===== config.mk =====
export PLATFORM = sky130hd
export DESIGN_NAME = ci_initiator
export DESIGN_NICKNAME = d
export VERILOG_FILES = /design/src/rtl/ci_pkg.sv /design/src/rtl/ci_timeout_counter.sv /design/src/rtl/ci_initiator.sv
export SDC_FILE = /design/constraint.sdc
export NUM_CORES = 1
export LEC_CHECK = 0
export CORE_AREA = 10 10 105 107
export CTS_CLUSTER_DIAMETER = 40
export DETAILED_ROUTE_END_ITERATION = 8
export DIE_AREA = 0 0 115 117
export GPL_TIMING_DRIVEN = 0
export PLACE_DENSITY = 0.8
export SETUP_SLACK_MARGIN = 0.05
export SLEW_MARGIN = 40
export SYNTH_ARGS = -nofsm -noshare
export SYNTH_HDL_FRONTEND = slang
export SYNTH_SLANG_ARGS = --single-unit

===== constraint.sdc =====
create_clock -name clock -period 3.9 [get_ports clock]
set_clock_uncertainty 0.2 [all_clocks]
set_input_delay 0.78 -clock clock [delete_from_list [all_inputs] [get_ports clock]]
set_output_delay 0.78 -clock clock [all_outputs]
set_load 0.03 [all_outputs]

===== src/rtl/ci_pkg.sv =====
`default_nettype none
// ============================================================================
// ci_pkg : shared types and constants for the custom-instruction initiator
// Rev 1.0
// ============================================================================
package ci_pkg;

    localparam int         CI_ADDR_WIDTH  = 9;
    localparam int         CI_WRITE_BIT   = 9;
    localparam logic [7:0] CI_DEFAULT_ID  = 8'd14;
    localparam int         CI_COUNT_WIDTH = 8;

    typedef enum logic [1:0] {
        CI_IDLE  = 2'd0,
        CI_ISSUE = 2'd1,
        CI_WAIT  = 2'd2,
        CI_RESP  = 2'd3
    } ci_state_t;

    // Operand A carries the direction flag just above the word address.
    function automatic logic [31:0] ci_pack_a(input logic                     write,
                                              input logic [CI_ADDR_WIDTH-1:0] addr);
        logic [31:0] a;
        a                    = '0;
        a[CI_ADDR_WIDTH-1:0] = addr;
        a[CI_WRITE_BIT]      = write;
        return a;
    endfunction

endpackage
`default_nettype wire


===== src/rtl/ci_timeout_counter.sv =====
`default_nettype none
// ============================================================================
// ci_timeout_counter : WAIT-cycle counter with clear, enable and terminal count
// Rev 1.0
// ============================================================================
module ci_timeout_counter
    import ci_pkg::*;
#(
    parameter int LIMIT = 16
) (
    input  logic clock,
    input  logic reset,
    input  logic clear,
    input  logic enable,
    output logic terminal
);

    typedef logic [CI_COUNT_WIDTH-1:0] count_t;

    // terminal marks the LIMIT-th waiting cycle, so the count never exceeds LIMIT-1.
    localparam count_t LAST = count_t'(LIMIT - 1);

    count_t count;

    always_ff @(posedge clock or negedge reset) begin
        if (!reset) begin
            count <= '0;
        end else if (clear) begin
            count <= '0;
        end else if (enable && !terminal) begin
            count <= count + count_t'(1);
        end
    end

    assign terminal = (count == LAST);

endmodule
`default_nettype wire


===== src/rtl/ci_initiator.sv =====
`default_nettype none
// ============================================================================
// ci_initiator : turns read/write commands into custom-instruction transactions
// Rev 1.0
// ============================================================================
module ci_initiator
    import ci_pkg::*;
#(
    parameter logic [7:0] customId      = CI_DEFAULT_ID,
    parameter int         timeoutCycles = 16
) (
    input  logic                     clock,
    input  logic                     reset,
    input  logic                     cmdValid,
    output logic                     cmdReady,
    input  logic                     cmdWrite,
    input  logic [CI_ADDR_WIDTH-1:0] cmdAddr,
    input  logic [31:0]              cmdData,
    output logic                     ciStart,
    output logic [7:0]               ciN,
    output logic [31:0]              ciValueA,
    output logic [31:0]              ciValueB,
    input  logic                     ciDone,
    input  logic [31:0]              ciResult,
    output logic                     rspValid,
    input  logic                     rspReady,
    output logic [31:0]              rspData,
    output logic                     rspTimeout
);

    ci_state_t state;
    ci_state_t state_next;

    logic                     held_write;
    logic [CI_ADDR_WIDTH-1:0] held_addr;
    logic [31:0]              held_data;
    logic [31:0]              rsp_data_q;
    logic                     rsp_timeout_q;

    logic take_cmd;
    logic take_result;
    logic take_timeout;
    logic count_clear;
    logic count_enable;
    logic count_terminal;

    always_ff @(posedge clock or negedge reset) begin
        if (!reset) begin
            state <= CI_IDLE;
        end else begin
            state <= state_next;
        end
    end

    always_comb begin
        state_next   = state;
        take_cmd     = 1'b0;
        take_result  = 1'b0;
        take_timeout = 1'b0;
        count_clear  = 1'b0;
        count_enable = 1'b0;
        case (state)
            CI_IDLE: begin
                if (cmdValid) begin
                    take_cmd   = 1'b1;
                    state_next = CI_ISSUE;
                end
            end
            CI_ISSUE: begin
                if (ciDone) begin
                    take_result = 1'b1;
                    state_next  = CI_RESP;
                end else begin
                    count_clear = 1'b1;
                    state_next  = CI_WAIT;
                end
            end
            CI_WAIT: begin
                // A completion arriving on the last allowed cycle beats the timeout.
                if (ciDone) begin
                    take_result = 1'b1;
                    state_next  = CI_RESP;
                end else if (count_terminal) begin
                    take_timeout = 1'b1;
                    state_next   = CI_RESP;
                end else begin
                    count_enable = 1'b1;
                end
            end
            CI_RESP: begin
                if (rspReady) begin
                    state_next = CI_IDLE;
                end
            end
            default: begin
                state_next = CI_IDLE;
            end
        endcase
    end

    always_ff @(posedge clock or negedge reset) begin
        if (!reset) begin
            held_write <= 1'b0;
            held_addr  <= '0;
            held_data  <= '0;
        end else if (take_cmd) begin
            held_write <= cmdWrite;
            held_addr  <= cmdAddr;
            held_data  <= cmdData;
        end
    end

    always_ff @(posedge clock or negedge reset) begin
        if (!reset) begin
            rsp_data_q    <= '0;
            rsp_timeout_q <= 1'b0;
        end else if (take_result) begin
            rsp_data_q    <= ciResult;
            rsp_timeout_q <= 1'b0;
        end else if (take_timeout) begin
            rsp_data_q    <= '0;
            rsp_timeout_q <= 1'b1;
        end
    end

    ci_timeout_counter #(
        .LIMIT (timeoutCycles)
    ) u_timeout (
        .clock    (clock),
        .reset    (reset),
        .clear    (count_clear),
        .enable   (count_enable),
        .terminal (count_terminal)
    );

    // Instruction bus is only non-zero during the single ISSUE cycle.
    assign cmdReady   = (state == CI_IDLE);
    assign ciStart    = (state == CI_ISSUE);
    assign ciN        = (state == CI_ISSUE) ? customId : 8'd0;
    assign ciValueA   = (state == CI_ISSUE) ? ci_pack_a(held_write, held_addr) : 32'd0;
    assign ciValueB   = (state == CI_ISSUE && held_write) ? held_data : 32'd0;
    assign rspValid   = (state == CI_RESP);
    assign rspData    = rsp_data_q;
    assign rspTimeout = rsp_timeout_q;

endmodule
`default_nettype wire


==> results of run 1 <==
## sequential cells by signal, indices dropped and copies added (netlist names)
signal / count
held_addr: 9
held_data: 32
held_write: 1
rspData: 32
rspTimeout: 1
state: 2
u_timeout.count: 8
## layer usage
layer / wire length (microns) / vias to the layer above / global-route usage [%]
met5: 0 / - / 0
met4: 75 / 0 / 4.37
met3: 1590 / 7 / 9.94
met2: 5120 / 138 / 26.1
met1: 4420 / 1477 / 18.4
li1: - / 1417 / -
## layout make-up
type	instances	area [sq um]	area share, %
inverter	6	22.5	0.383
tap	111	139	2.36
multi-input combinational	192	1480	25.1
timing repair buffer	160	1610	27.4
sequential	85	2130	36.1
clock inverter	7	78.8	1.34
buffer	49	303	5.14
clock buffer	9	124	2.10
## cell families (layout without fill, tap and decap cells)
logic type      after synthesis  count (layout)
mux                          43              43
fa+ha+maj                     6               6
simple gates                 66              66
compound gates               47              47
xor+xnor                      3               3
flops                        85              85
other cells                   1              27
buf+inv                      55             231
## worst max path at each step
stage,from,endpoint,slack (ps),depth (start not counted)
after global routing,state[1],ciValueB[1],60,6
after detailed placement,state[1],ciValueB[2],460,6
after CTS,state[1],ciValueB[2],60,6
after floorplan,state[1],ciValueB[10],1190,5
after global placement,reset,held_data[23],-1180,1
final,state[1],ciValueB[22],230,6
## cell usage in the layout, fill, tap and decap left out, types with 2 or more instances in the layout
| cell | n |
|---|---|
| nor2_1 | 10 |
| dfrtp_1 | 85 |
| conb_1 | 27 |
| and3_1 | 33 |
| inv_1 | 6 |
| nand2_1 | 5 |
| and2_1 | 11 |
| clkbuf_8 | 9 |
| clkbuf_1 | 10 |
| clkdlybuf4s50_1 | 158 |
| o21ai_0 | 2 |
| xor2_1 | 2 |
| inv_6 | 3 |
| a21oi_1 | 5 |
| buf_2 | 3 |
| ha_1 | 6 |
| buf_1 | 4 |
| a22o_1 | 33 |
| clkinvlp_4 | 3 |
| a311oi_1 | 2 |
| mux2_2 | 43 |
| clkbuf_2 | 2 |
| buf_4 | 30 |
## synth_stat cells (all sizes together)
| master | count |
|---|---|
| clkbuf | 12 |
| xnor2 | 1 |
| nand2 | 5 |
| inv | 6 |
| a32o | 1 |
| dfrtp | 85 |
| o31a | 1 |
| buf | 37 |
| a211oi | 1 |
| nor4 | 1 |
| ha | 6 |
| conb | 1 |
| and3 | 33 |
| nor2 | 10 |
| a311oi | 2 |
| a41oi | 1 |
| o21ai | 2 |
| a22o | 33 |
| nor3 | 1 |
| nand2b | 1 |
| nand3 | 1 |
| mux2 | 43 |
| and4b | 1 |
| a21oi | 5 |
| xor2 | 2 |
| o22ai | 1 |
| nand4 | 1 |
| nor2b | 1 |
| and2 | 11 |
## timing repair
action | 4_1_cts | 5_1_grt
resized for setup | 0 | 4
setup endpoints to repair | 0 | 40
endpoints found under the hold margin | 0 | 0
## power groups by stage
| stage | combinational, W | sequential [W] | clock, W |
|---|---|---|---|
| after global placement | 0.00252 | 0.00148 | 0 |
| after floorplan | 0.00127 | 0.00177 | 0 |
| after global routing | 0.00274 | 0.00155 | 0.000699 |
| after CTS | 0.00258 | 0.00149 | 0.000662 |
| after detailed placement | 0.00256 | 0.00151 | 0 |
| final | 0.00254 | 0.00149 | 0.000642 |
## through the flow
stage	setup slack, ps	hold WS (ps)
after detailed placement	462	283
after CTS	61.3	137
after global routing	57.4	152
after floorplan	1190	271
after global placement	-1180	278
final	227	135
==> results by group, run 1 <==
Worst setup path
  – CP arrival: 2690 ps
  – Reg-to-reg endpoint: rspData[16]
  – Critical-path cell list: inv_1, ha_1, clkbuf_2, clkbuf_1, and3_1, clkdlybuf4s50_1
  – Worst reg2reg path startpoint: state[0]
  – WP data required: 2920 ps
  – Buf/Inv on CP: 4
  – Critical Path Max Stage Delay: 690 ps
  – CP max-delay cell: clkdlybuf4s50_1
  – R2R depth: 7
  – Kind of cell adding the most delay to the critical path: buffers and inverters
  – Crit path max fanout: 10
  – Worst Setup End Kind: output port
  – Critical Path Source Type: flop
  – Reg2Reg Setup Slack: 1610 ps
  – Setup CP Type: flop to output port

Layout
  – N_diodes: 0
  – Final #Nets: 588
  – Post-layout util: 65.3%
  – Share of cells above drive strength 1: 19.3%
  – Final Instance Area: 5890 sq um
  – Finished Layout Cells: 619
  – Layout area overhead: 53.6%
  – Fillers: 696

STA
  – Highest clock rate: 272 MHz
  – Slew HR: 63.0%
  – Hold Fails Final Rpt: 0
  – Tmin final: 3670 ps
  – Slew at the pin closest to its max-slew limit: 555 ps
  – Unrepaired setup endpoints after global routing: false
  – Max-slew violation count: 0
  – # setup viols final: 0
  – Fin crit share: 94.2%
  – Setup TNS: 0 ps

Clocking
  – Root buffer cell: clkbuf_8
  – Deepest clock path buffer count: 2
  – CTS tree: built
  – Cts bufs inserted: 9
  – CTS H-Tree Depth: 3
  – Post-CTS Hold Buffers: 0
  – Clock sink count: 85
  – Reg clk slew, reported paths: 90 ps
  – Clk Latency, worst-skew pair: 340 ps
  – Postcts setup bufs: 0

Placement
  – Detailed placer's ending HPWL: 8870 microns
  – Placement Cell Area: 5680 sq um
  – Post-Place Cells: 603
  – GP Congestion: 0.728
  – Number of port buffers: 159

Route
  – Routed wire length: 11200 microns
  – Final ANT Viol Nets: 0
  – Drt via density: 4.91
  – Via count: 3039
  – Drt initial violations: 164
  – Avg WL per Cell: 18.1 microns
  – 1st-pass router iterations: 4
  – DRC Markers: 0

Yosys
  – Main combinational cell family by area after synthesis: multiplexers
  – FF+latch count, synth: 85
  – Count of unique library cells instantiated by Yosys: 31
  – Synth Instances: 306
  – YS warnings: 0
  – Seq/Total Area, Yosys: 55.5%
  – Adder-cell share of the synthesized area: 1.96%
  – XOR/XNOR share of the synthesized area: 0.686%
  – Syn Std Cell Area: 3830 sq um
  – Simple-Gate Fraction of Synth Area: 10.2%
  – Mean Syn Cell Area: 12.5 sq um
  – Top post-synthesis cells by area: dfrtp_1 56%, mux2_2 13%, a22o_1 7.5%, buf_4 5.9%, and3_1 5.4%
  – Post-synth top area cell: dfrtp_1
  – Post-synthesis compound-gate area fraction: 10.5%
  – Mux contribution to synthesized area: 12.6%
  – Synth top area share: 55.5%

Pwr
  – Sequential Power Share: 31.9%
  – VDD IR max: 0.000378 V
  – Sw power: 0.00193 W
  – Clock power share: 13.7%
  – Combinational Power Share: 54.3%
  – Overall Power: 0.00468 W
  – Int Power: 0.00275 W
  – Net Sw Frac: 41.2%
  – Pwr Density: 795 nW/um^2
  – Leak: 2.72 nW

GRT
  – Antenna violations before repair: 0
  – GRT overflow: 0
  – Largest net degree at the start of global routing: 46
  – Wire length of the first global-routing pass: 17700 microns
  – Number of global-route vias before repair: 3345
  – GRT Total Usage: 16.5%

Die
  – Die height: 117 microns
  – # rows: 35
  – Die Area: 13500 sq um
  – Io pins: 187
  – Core area: 9020 sq um
  – Die X-Extent: 115 microns
  – Initial Util: 42.5%

Outcome
  – Status: finished, final reports clean

Worst hold path
  – Worst hold path type: input pin to asynchronous set/reset pin

Flow run
  – Max-cap violations: 0
(Power assumes the default switching activity.)
==> inputs of run 2 (changes only) <==
--- a/config.mk
+++ b/config.mk
@@ -6,7 +6,6 @@
 export NUM_CORES = 1
 export LEC_CHECK = 0
 export CORE_AREA = 10 10 105 107
-export CTS_CLUSTER_DIAMETER = 40
 export DETAILED_ROUTE_END_ITERATION = 8
 export DIE_AREA = 0 0 115 117
 export GPL_TIMING_DRIVEN = 0
==> results of run 2 <==
No change in the layout: final DEF, timing and power equal those of run 1.
